File: src/rtl/int_to_fp_11_3_pkg.sv
// Shared constants, FloPoCo field layout and state encoding for the
// integer-to-FP(11,3) converter and its helpers.
package int_to_fp_11_3_pkg;

  localparam int WE   = 11;
  localparam int WF   = 3;
  localparam int BIAS = (1 << (WE - 1)) - 1;
  localparam int FP_W = WE + WF + 3;

  // FloPoCo exception field encodings
  localparam logic [1:0] EXN_ZERO   = 2'b00;
  localparam logic [1:0] EXN_NORMAL = 2'b01;
  localparam logic [1:0] EXN_INF    = 2'b10;
  localparam logic [1:0] EXN_NAN    = 2'b11;

  // Bit offsets inside the FP word: {exn, sign, exp, frac}
  localparam int FRAC_LSB = 0;
  localparam int EXP_LSB  = WF;
  localparam int SIGN_BIT = WE + WF;
  localparam int EXN_LSB  = WE + WF + 1;

  typedef enum logic [1:0] {
    ST_IDLE  = 2'd0,
    ST_NORM  = 2'd1,
    ST_ROUND = 2'd2,
    ST_DONE  = 2'd3
  } state_e;

endpackage

File: src/rtl/int_to_fp_11_3_fp_round_ne.sv
// Round-to-nearest-even on a truncated fraction; a fraction carry-out
// bumps the exponent. Purely combinational, shared by FP producers.
module fp_round_ne #(
  parameter int WE = 11,
  parameter int WF = 3
) (
  input  logic [WF-1:0] frac_i,
  input  logic          guard_i,
  input  logic          sticky_i,
  input  logic [WE-1:0] exp_i,
  output logic [WF-1:0] frac_o,
  output logic [WE-1:0] exp_o
);

  logic          round_up;
  logic [WF:0]   frac_sum;

  // Ties (guard set, sticky clear) round up only when the kept LSB is odd.
  assign round_up = guard_i & (sticky_i | frac_i[0]);
  assign frac_sum = {1'b0, frac_i} + {{WF{1'b0}}, round_up};

  assign frac_o = frac_sum[WF-1:0];
  assign exp_o  = frac_sum[WF] ? (exp_i + WE'(1)) : exp_i;

endmodule

File: src/rtl/int_to_fp_11_3.sv
// Signed integer to FloPoCo FP(11,3) converter: serial one-bit-per-cycle
// normalisation followed by a single rounding cycle, valid/ready on both sides.
module int_to_fp_11_3
  import int_to_fp_11_3_pkg::*;
#(
  parameter int IN_W = 16
) (
  input  logic            clk,
  input  logic            rst,
  input  logic            in_valid,
  output logic            in_ready,
  input  logic [IN_W-1:0] in_data,
  output logic            out_valid,
  input  logic            out_ready,
  output logic [FP_W-1:0] out_fp
);

  localparam logic [WE-1:0]   EXP_START = WE'(BIAS + IN_W - 1);
  localparam logic [IN_W-1:0] MAG_ONE   = IN_W'(1);

  state_e          state_q, state_d;
  logic            sign_q, sign_d;
  logic [IN_W-1:0] mag_q, mag_d;
  logic [WE-1:0]   exp_q, exp_d;
  logic [FP_W-1:0] out_fp_q, out_fp_d;

  logic [WF-1:0]   rnd_frac_in;
  logic            rnd_guard;
  logic            rnd_sticky;
  logic [WF-1:0]   rnd_frac;
  logic [WE-1:0]   rnd_exp;

  // mag is normalised (MSB set) whenever ROUND is entered.
  assign rnd_frac_in = mag_q[IN_W-2 -: WF];
  assign rnd_guard   = mag_q[IN_W-2-WF];
  assign rnd_sticky  = |mag_q[IN_W-3-WF:0];

  fp_round_ne #(
    .WE (WE),
    .WF (WF)
  ) u_round (
    .frac_i   (rnd_frac_in),
    .guard_i  (rnd_guard),
    .sticky_i (rnd_sticky),
    .exp_i    (exp_q),
    .frac_o   (rnd_frac),
    .exp_o    (rnd_exp)
  );

  always_comb begin
    // NOTE: every signal driven here gets a default first, so no path can
    // leave it unassigned and infer a latch.
    state_d  = state_q;
    sign_d   = sign_q;
    mag_d    = mag_q;
    exp_d    = exp_q;
    out_fp_d = out_fp_q;

    unique case (state_q)
      ST_IDLE: begin
        if (in_valid) begin
          sign_d = in_data[IN_W-1];
          mag_d  = in_data[IN_W-1] ? ((~in_data) + MAG_ONE) : in_data;
          exp_d  = EXP_START;
          if (in_data == '0) begin
            out_fp_d = {EXN_ZERO, 1'b0, {WE{1'b0}}, {WF{1'b0}}};
            state_d  = ST_DONE;
          end else begin
            state_d = ST_NORM;
          end
        end
      end
      ST_NORM: begin
        if (mag_q[IN_W-1]) begin
          state_d = ST_ROUND;
        end else begin
          mag_d = {mag_q[IN_W-2:0], 1'b0};
          exp_d = exp_q - WE'(1);
        end
      end
      ST_ROUND: begin
        exp_d    = rnd_exp;
        out_fp_d = {EXN_NORMAL, sign_q, rnd_exp, rnd_frac};
        state_d  = ST_DONE;
      end
      ST_DONE: begin
        if (out_ready) begin
          state_d = ST_IDLE;
        end
      end
      default: state_d = ST_IDLE;
    endcase
  end

  // NOTE: state registers use non-blocking assignments so every flop samples
  // the pre-edge values of the others, independent of statement order.
  always_ff @(posedge clk or negedge rst) begin
    if (!rst) begin
      state_q  <= ST_IDLE;
      sign_q   <= 1'b0;
      mag_q    <= '0;
      exp_q    <= '0;
      out_fp_q <= '0;
    end else begin
      state_q  <= state_d;
      sign_q   <= sign_d;
      mag_q    <= mag_d;
      exp_q    <= exp_d;
      out_fp_q <= out_fp_d;
    end
  end

  assign in_ready  = (state_q == ST_IDLE);
  assign out_valid = (state_q == ST_DONE);
  assign out_fp    = out_fp_q;

endmodule

File: config.mk
export PLATFORM = sky130hd
export DESIGN_NAME = int_to_fp_11_3
export DESIGN_NICKNAME = d
export VERILOG_FILES = /design/src/rtl/int_to_fp_11_3_pkg.sv /design/src/rtl/int_to_fp_11_3_fp_round_ne.sv /design/src/rtl/int_to_fp_11_3.sv
export SDC_FILE = /design/constraint.sdc
export NUM_CORES = 1
export LEC_CHECK = 0
export ABC_AREA = 1
export CAP_MARGIN = 25
export CORE_MARGIN = 2
export CORE_UTILIZATION = 45
export CTS_BUF_LIST = sky130_fd_sc_hd__clkbuf_8
export CTS_CLUSTER_DIAMETER = 150
export DETAILED_ROUTE_END_ITERATION = 6
export GPL_ROUTABILITY_DRIVEN = 0
export MAX_ROUTING_LAYER = met4
export PLACE_DENSITY = 0.74
export SLEW_MARGIN = 20
export SYNTH_ARGS = -nofsm -noshare
export SYNTH_HDL_FRONTEND = slang
export SYNTH_SLANG_ARGS = --single-unit
File: constraint.sdc
create_clock -name clk -period 1.46 [get_ports clk]
set_input_delay 0.146 -clock clk [delete_from_list [all_inputs] [get_ports clk]]
set_output_delay 0.146 -clock clk [all_outputs]
set_load 0.05 [all_outputs]
# Word-level counts from Yosys, hierarchy flattened
# Cells that the tools add are included.
[totals]
regBits = 47
in_bits = 20
elab_cells = 49
[op_classes]
n_addsub = 4
eq_ne = 8
n_mux = 16
bitwise = 3
n_reduce_logical = 12
[ops]
columns = ["operator", "count"]
rows = [
  ["$mux 16", 3],
  ["$mux 17", 2],
  ["$pmux 17 s2", 1],
  ["$mux 11", 3],
  ["$pmux 11 s3", 1],
  ["$pmux 16 s2", 1],
  ["$add 16x1->16 const B", 1],
  ["$logic_not 16->1", 1],
  ["$not 16->16", 1],
  ["$reduce_and 3->1", 4],
  ["$add 11x1->11 const B", 1],
  ["$reduce_or 11->1", 1],
  ["$sub 11x1->11 const B", 1],
  ["$mux 2", 4],
  ["$pmux 2 s4", 1],
  ["$ne 2x2->1 const B", 3],
  ["$add 3x1->4", 1],
  ["$eq 2x2->1 const B", 2],
  ["$ne 2x1->1 const B", 2],
  ["$reduce_and 2->1", 2],
  ["$reduce_bool 2->1", 2],
  ["$reduce_bool 3->1", 1],
  ["$eq 2x1->1 const B", 1],
  ["$logic_not 2->1", 1],
  ["2 further kinds", 2],
]

# Logic depth before layout (Yosys ltp)
# Gate-level depths: netlist of the first run.
[logic_depth]
ltp_word = 6
mapped_depth = 11
mapped_depth_nobuf = 10

# By module
# A second synthesis of the first run with hierarchy kept.
[hier_totals]
hier_cells = 438
hier_area_um2 = 3151.8
[modules_own_cells]
columns = ["module", "instances", "cells_each", "area_each_um2", "seq_area_each_um2"]
rows = [
  ["int_to_fp_11_3", 1, 381, 2827.7, 1151.1],
  ["fp_round_ne", 1, 57, 324.1, 0.0],
]

# Worst setup path after synthesis of the first run
# OpenSTA, ideal clock, no wires.
[synth_path]
path_type = "reg2reg"
start = "register state_q[0]"
end = "register mag_q[1]"
setup_time_ns = 0.129
arrival_time_ns = 1.814
required_time_ns = 1.331
path_slack_ns = -0.483
path_stages_with_launch = 9
n_path_buf = 1
period_less_slack_ns = 1.943
cell_sequence = "dfrtp_1 inv_1 ha_1 nand2_1 o21ai_2 nand2_4 buf_6 a21oi_1 a22oi_1"
[synth_via]
elab_chain_len = 3
word_cells_on_any_way = 7
cone_classes = "eq/ne: 3; mux: 1; reduce/logical: 3"
[synth_rtl]
columns = ["element", "line_no", "text"]
rows = [
  ["start, declared", "int_to_fp_11_3.sv:21", "state_e state_q, state_d;"],
  ["start signal, assigned", "int_to_fp_11_3.sv:105", "state_q <= state_d;"],
  ["$logic_not 2->1 *", "-", ""],
  ["named net in_ready", "int_to_fp_11_3.sv:11", "output logic in_ready,"],
  ["$ne 2x2->1 (no line) / $reduce_bool 2->1 (equally long branches)", "-", ""],
  ["$reduce_and 3->1 (no line)", "-", ""],
  ["end signal, assigned", "int_to_fp_11_3.sv:107", "mag_q <= mag_d;"],
  ["end, declared", "int_to_fp_11_3.sv:23", "logic [IN_W-1:0] mag_q, mag_d;"],
]
# Mark *: on every way through the listed nets, which the timed path passes. The rest lies on a longest branch.
# A chain may end at the register's enable or synchronous reset.

# Worst setup path after layout of the first run
[layout_path]
start = "register state_q[0]"
end = "register exp_q[3]"
[layout_via]
elab_chain_len = 3
word_cells_on_any_way = 8
cone_classes = "eq/ne: 4; mux: 1; reduce/logical: 3"
[layout_rtl]
columns = ["element", "line_no", "text"]
rows = [
  ["$eq 2x1->1, or another cell as far along", "int_to_fp_11_3.sv:59", "unique case (state_q)"],
  ["$ne 2x2->1 (no line) / $reduce_bool 3->1 (equally long branches)", "-", ""],
  ["$reduce_and 3->1 (no line)", "-", ""],
  ["end signal, assigned", "int_to_fp_11_3.sv:108", "exp_q <= exp_d;"],
  ["end, declared", "int_to_fp_11_3.sv:24", "logic [WE-1:0] exp_q, exp_d;"],
]
# Several ways; a longest one is shown, not always the timed one.

==> results of run 1 <==
flip-flops by register name, indices dropped and copies added, names as in the netlist:
| signal | flops |
|---|---|
| mag_q | 16 |
| sign_q | 1 |
| exp_q | 11 |
| state_q | 2 |
| out_fp | 16 |
logic make-up after synthesis:
kind of cell,Yosys count,share of synthesized area [%]
fa+ha+maj,8,3.17
compound gates,85,16.4
other cells,1,0.119
flops,46,36.4
simple gates,233,33.7
buf+inv,65,9.67
xor+xnor,2,0.555
timing repair:
action,CTS,global route
hold buffers,1,0
setup endpoints to repair,44,47
pin swaps,14,26
endpoints found under the hold margin,16,0
buffers inserted,6,8
gates resized for setup,32,82
cloned,1,3
worst max-delay path, stage by stage (launching register included):
cell and delay [ps]:
dfrtp_2 450, buf_4 150, ha_4 180, inv_4 80
buf_6 200, a21oi_1 70, o21ai_0 90, nand2_1 80
nor2_1 90, a21oi_1 50
cells in the mapped netlist, drive strengths merged:
master    n  share of area [%]
nand3    60                 10
xor2      1               0.28
nand3b    2               0.87
buf      13                3.5
nand4     4               0.79
or2       1               0.20
o21ai    42                8.3
a21boi    1               0.24
o211ai    4               0.95
dfrtp    46                 36
a21oi    32                5.3
ha        8                3.2
inv      50                5.9
a32oi     3               0.83
a22oi     3               0.71
nor2     46                6.3
nor3      3               0.48
xnor2     1               0.28
conb      1               0.12
clkbuf    1               0.12
clkinv    1               0.12
nand2   117                 15
placed cells by master (no fill, tap or decap), types with 3 or more instances in the layout:
| cell type | instances |
|---|---|
| inv_4 | 3 |
| nand4_1 | 4 |
| inv_1 | 37 |
| o211ai_1 | 4 |
| nand2_1 | 91 |
| o21ai_0 | 13 |
| nor2_2 | 9 |
| dfrtp_1 | 44 |
| a21oi_1 | 18 |
| nand3_2 | 10 |
| nor3_1 | 3 |
| buf_12 | 5 |
| nor2_1 | 29 |
| clkdlybuf4s50_1 | 18 |
| inv_2 | 10 |
| o21ai_2 | 13 |
| nor2_4 | 8 |
| o21ai_1 | 15 |
| clkbuf_8 | 5 |
| buf_6 | 12 |
| a21oi_2 | 13 |
| nand3_1 | 48 |
| nand2_8 | 4 |
| nand2_4 | 10 |
| nand2_2 | 15 |
| ha_4 | 5 |
| buf_4 | 80 |
per-stage QoR:
| stage | hold WS [ps] | worst slack [ps] | utilization, % | total power [W] |
|---|---|---|---|---|
| after CTS | 301 | -63.7 | 63.3 | 0.00804 |
| after global routing | 349 | -153 | 69.5 | 0.0101 |
| final | 291 | -91.5 | 69.5 | 0.00949 |
| after detailed placement | 107 | -398 | 59.7 | 0.00678 |
| after floorplan | -150 | -59.3 | - | 0.00528 |
| after global placement | 103 | -343 | 59.7 | 0.00667 |
power by group:
group | total [W] | switching (W) | internal [W]
clock network | 0.000835 | 0.000497 | 0.000338
registers | 0.00212 | 0.000395 | 0.00173
logic | 0.00654 | 0.00375 | 0.00279
total | 0.00949 | 0.00464 | 0.00485
layer usage:
metal	vias up	share of wire [%]	track usage (%)
met3	11	4.8	3.11
met1	1633	46	32.8
li1	1692	-	-
met2	96	48	35.7
met4	0	1.0	5.31
met5	-	0	-
area by class of cell:
class | count | area (µm²) | area share [%]
timing repair buffer | 117 | 1030 | 21.8
clock buffer | 5 | 68.8 | 1.46
clock inverter | 3 | 21.3 | 0.451
multi-input combinational | 332 | 2130 | 45.1
tap | 96 | 120 | 2.54
sequential | 46 | 1150 | 24.4
inverter | 51 | 199 | 4.21
worst paths after layout:
kind / from / slack, ps / end
max in group asynchronous: rst / 660 / mag_q[8]
worst min register to register: out_fp[7] / 500 / out_fp[7]
min in group clk: out_fp[7] / 500 / out_fp[7]
worst min-delay path: rst / 290 / out_fp[12]
worst max register to register: state_q[0] / -90 / exp_q[3]
worst max-delay path: state_q[0] / -90 / exp_q[3]
==> out/metrics.cfg, run 1 <==
[power]
ir_drop_v=0.00145
power.leakage_nw=2.25
power_density_nw_per_um2=2010

[global_route]
antenna_found_initial=0
grt_util_all_layers_pct=23.3
grt_overflow=0
grt_max_degree=31
first_global_vias=3085
grt_pass1_wl_um=14000

[clocking]
numCtsBuffers=5
clkTransAtPathRegs_ps=90
clock_path_buffers=2
cts-root-buf=clkbuf_8
cts_tree=built
clk_latency_ps=310
cts.htree.levels=2
cts.sinks=46

[drt]
viasPerCell=5.28
avgRoutedWirePerCell_um=14.0
ant_nets=0
wl_um=9110
drt_iter0_drc=194
vias=3432
drtPass1Iterations=4
drc=0

[setup_path]
crit_type=reg2reg
cp.required_ps=1660
crit_path_end_kind=flop
r2r_cells=9
startpoint_type=flop
critPathMaxFanout=20
worst_ep_arrival_time_ps=1750

[yosys]
syn-instance-count=440
synth_seq_cells=46
ys_types=35
synth_area_um2=3160
yosysWarnings=0
ys_seq_area_share_pct=36.5
syn_avg_cell_area_um2=7.18
syn_nets=468

[placed_design]
io_buffers=37
numPlacedInstances=623
place_area_um2=4060
dp_hpwl_um=6090

[sta]
setup_tns_ps=-1480
hold_viol=0
finalSetupViolations=42
finalCritPeriodShare_pct=106
finalMaxSlewViolations=0
fin_ws_ps=-91.5
rsz0062_at_grt=true
fin_skew_ps=3.39
finalCriticalPeriod_ps=1550
fmax_mhz=645

[cells_and_area]
antenna_cells=0
area_growth_syn_to_layout_pct=49.5
fin_area_um2=4720
layout-drive-gt1-share_pct=39.9
instances_no_fill=650
fin_nets=581
n_fill_cell=507

[die]
fp-row-count=30
num_io_pins=39
die_w_um=87.8
fp.coreArea_um2=6790
initial_core_util_pct=46.5
dieArea_um2=7700
die_h_um=87.8

[run]
drv_cap=0

[hold_path]
hold_class=in2async

[status]
status=complete, but fails checks
violations=negative setup slack

Power figures use the tool's default switching activity.
==> run 2: changes to the inputs <==
--- a/config.mk
+++ b/config.mk
@@ -16,6 +16,8 @@
 export MAX_ROUTING_LAYER = met4
 export PLACE_DENSITY = 0.74
+export RECOVER_POWER = 25
 export SLEW_MARGIN = 20
 export SYNTH_ARGS = -nofsm -noshare
 export SYNTH_HDL_FRONTEND = slang
 export SYNTH_SLANG_ARGS = --single-unit
+export TNS_END_PERCENT = 50
==> constraint.sdc (replaced) <==
create_clock -name clk -period 1.46 [get_ports clk]
set_input_delay 0.292 -clock clk [delete_from_list [all_inputs] [get_ports clk]]
set_output_delay 0.292 -clock clk [all_outputs]
set_load 0.05 [all_outputs]
==> out/metrics.cfg, run 2 (synthesized netlist as in run 1, its figures left out) <==
[status]
status=complete, but fails checks  ; unchanged
violations=negative setup slack  ; unchanged

[die]
fp-row-count=30  ; unchanged
num_io_pins=39  ; unchanged
fp.coreArea_um2=6790  ; unchanged
die_w_um=87.8  ; unchanged
die_h_um=87.8  ; unchanged
dieArea_um2=7700  ; unchanged
initial_core_util_pct=46.5  ; unchanged

[drt]
avgRoutedWirePerCell_um=16.4  ; was 14.0 µm
viasPerCell=5.69  ; was 5.28
ant_nets=0  ; unchanged
drc=0  ; unchanged
vias=3740  ; was 3432
drtPass1Iterations=6  ; was 4
drt_iter0_drc=498  ; was 194
wl_um=10800  ; was 9110 µm

[setup_path]
cp_top_family=compound AO/OA/AOI/OAI gates  ; was flip-flops
crit_path_max_incr_delay_ps=410  ; was 450 ps
worstPathCellList=buf_4 -> ha_4 -> inv_6 -> buf_6 -> a21oi_1 -> o21ai_1 -> nand2_1 -> nor2_1 -> a21oi_1  ; was buf_4 -> ha_4 -> inv_4 -> buf_6 -> a21oi_1 -> o21ai_0 -> nand2_1 -> nor2_1 -> a21oi_1
crit_type=reg2reg  ; unchanged
cp.required_ps=1670  ; was 1660 ps
startpoint_type=flop  ; unchanged
cp_num_buf_inv=3  ; unchanged
worst_ep_arrival_time_ps=2000  ; was 1750 ps
crit_path_end_kind=flop  ; unchanged
crit_slowest_cell=dfrtp_1  ; was dfrtp_2
crit_top_cell=a21oi_1  ; unchanged
r2r_slack_ps=-330  ; was -90 ps
critPathMaxFanout=5  ; was 20

[run]
drv_cap=0  ; unchanged

[global_route]
grt_pass1_wl_um=14700  ; was 14000 µm
first_global_vias=3227  ; was 3085
grt_overflow=0  ; unchanged
antenna_found_initial=0  ; unchanged
grt_max_degree=47  ; was 31
grt_util_all_layers_pct=24.8  ; was 23.3%

[cells_and_area]
mostFrequentLayoutCell=nand2_1  ; unchanged
antenna_cells=0  ; unchanged
postLayoutCoreUtil_pct=72.7  ; was 69.5%
fin_nets=588  ; was 581
final_cell_mix=nand2_1, buf_4, nand3_1  ; unchanged
area_growth_syn_to_layout_pct=56.4  ; was 49.5%
layout-drive-gt1-share_pct=38.7  ; was 39.9%

[placed_design]
dp_hpwl_um=6070  ; was 6090 µm
dp_slack_ps=-571  ; was -398 ps
io_buffers=37  ; unchanged

[clocking]
numCtsBuffers=5  ; unchanged
cts_tree=built  ; unchanged
clkTransAtPathRegs_ps=100  ; was 90 ps
cts.sinks=46  ; unchanged
clk_latency_ps=310  ; about the same
clock_path_buffers=2  ; unchanged
cts.htree.levels=2  ; unchanged
cts-root-buf=clkbuf_8  ; unchanged

[sta]
setup_tns_ps=-4720  ; was -1480 ps
fin_skew_ps=16.4  ; was 3.39 ps
finalCriticalPeriod_ps=1790  ; was 1550 ps
fin_ws_ps=-328  ; was -91.5 ps
finalMaxSlewViolations=0  ; unchanged
rsz0062_at_grt=true  ; unchanged
fmax_mhz=559  ; was 645 MHz
hold_viol=0  ; unchanged
slew_headroom_pct=57.1
finalCritPeriodShare_pct=122  ; was 106%
worst_pin_slew_ps=643
timing.hold.ws_ps=528  ; was 291 ps
finalSetupViolations=47  ; was 42

[power]
power_density_nw_per_um2=2040  ; was 2010 nW/µm²
ir_drop_v=0.00144  ; was 0.00145 V
power.leakage_nw=2.32  ; was 2.25 nW
power_w=0.0101  ; was 0.00949 W

[hold_path]
hold_class=in2reg  ; was in2async

-- run 2: what timing repair did --
item,4_1_cts,5_1_grt
hold endpoints to repair,46,0
buffers inserted,6,12
resized for setup,48,59
pin swaps,12,19
cloned,3,4
hold buffers,1,0
endpoints found under the setup margin,47,47
-- run 2: worst paths after layout --
check                            endpoint        from  depth (start not counted)
worst max-delay path             exp_q[3]  state_q[0]                          9
worst min-delay path             mag_q[0]  in_data[0]                          4
worst max register to register   exp_q[3]  state_q[0]                          9
worst min register to register     sign_q      sign_q                          2
max in group asynchronous        exp_q[2]         rst                          3
min in group asynchronous       out_fp[0]         rst                          3
-- run 2: metal layers --
layer  global-route usage (%)  vias up  wire, µm
met5                        -        -         0
met3                     3.86       49       965
met2                     39.7      247      5360
met4                     6.01        0       353
met1                     33.1     1744      4080
li1                         -     1700         -
-- run 2: tightest hold or removal path, cell delays in order --
cell and delay (ps):
dlygate4sd2_1 240, buf_4 120, nand3_1 60, o21ai_1 80
-- run 2: layout make-up --
cell class	instances	area, µm²
repair buffers	120	1240
fillers	430	1860
clock buffers	5	68.8
clock inverters	3	17.5
well taps	96	120
multi-input cells	336	2130
flip-flops and latches	46	1150
inverters	51	208
-- run 2: per-stage QoR --
stage          std cells  instance area (µm²)
2_1_floorplan        440                 3200
3_3_place_gp         623                 4240
3_5_place_dp         623                 4240
4_1_cts              641                 4580
5_1_grt              657                 4940
6_report             657                 4940
-- run 2: power breakdown --
part | internal [W] | leakage [nW] | switching (W) | total (W)
Combinational | 0.00302 | 1.69 | 0.00408 | 0.00710
Sequential | 0.00172 | 0.575 | 0.000446 | 0.00217
Clock | 0.000332 | 0.0493 | 0.000476 | 0.000808
Total | 0.00507 | 2.32 | 0.00500 | 0.0101
==> run 3: changes to the inputs <==
ABC_CLOCK_PERIOD_IN_PS = 1460   (was unset)
==> results of run 3 <==
The final DEF is identical to that of run 2; final timing and power are the same.
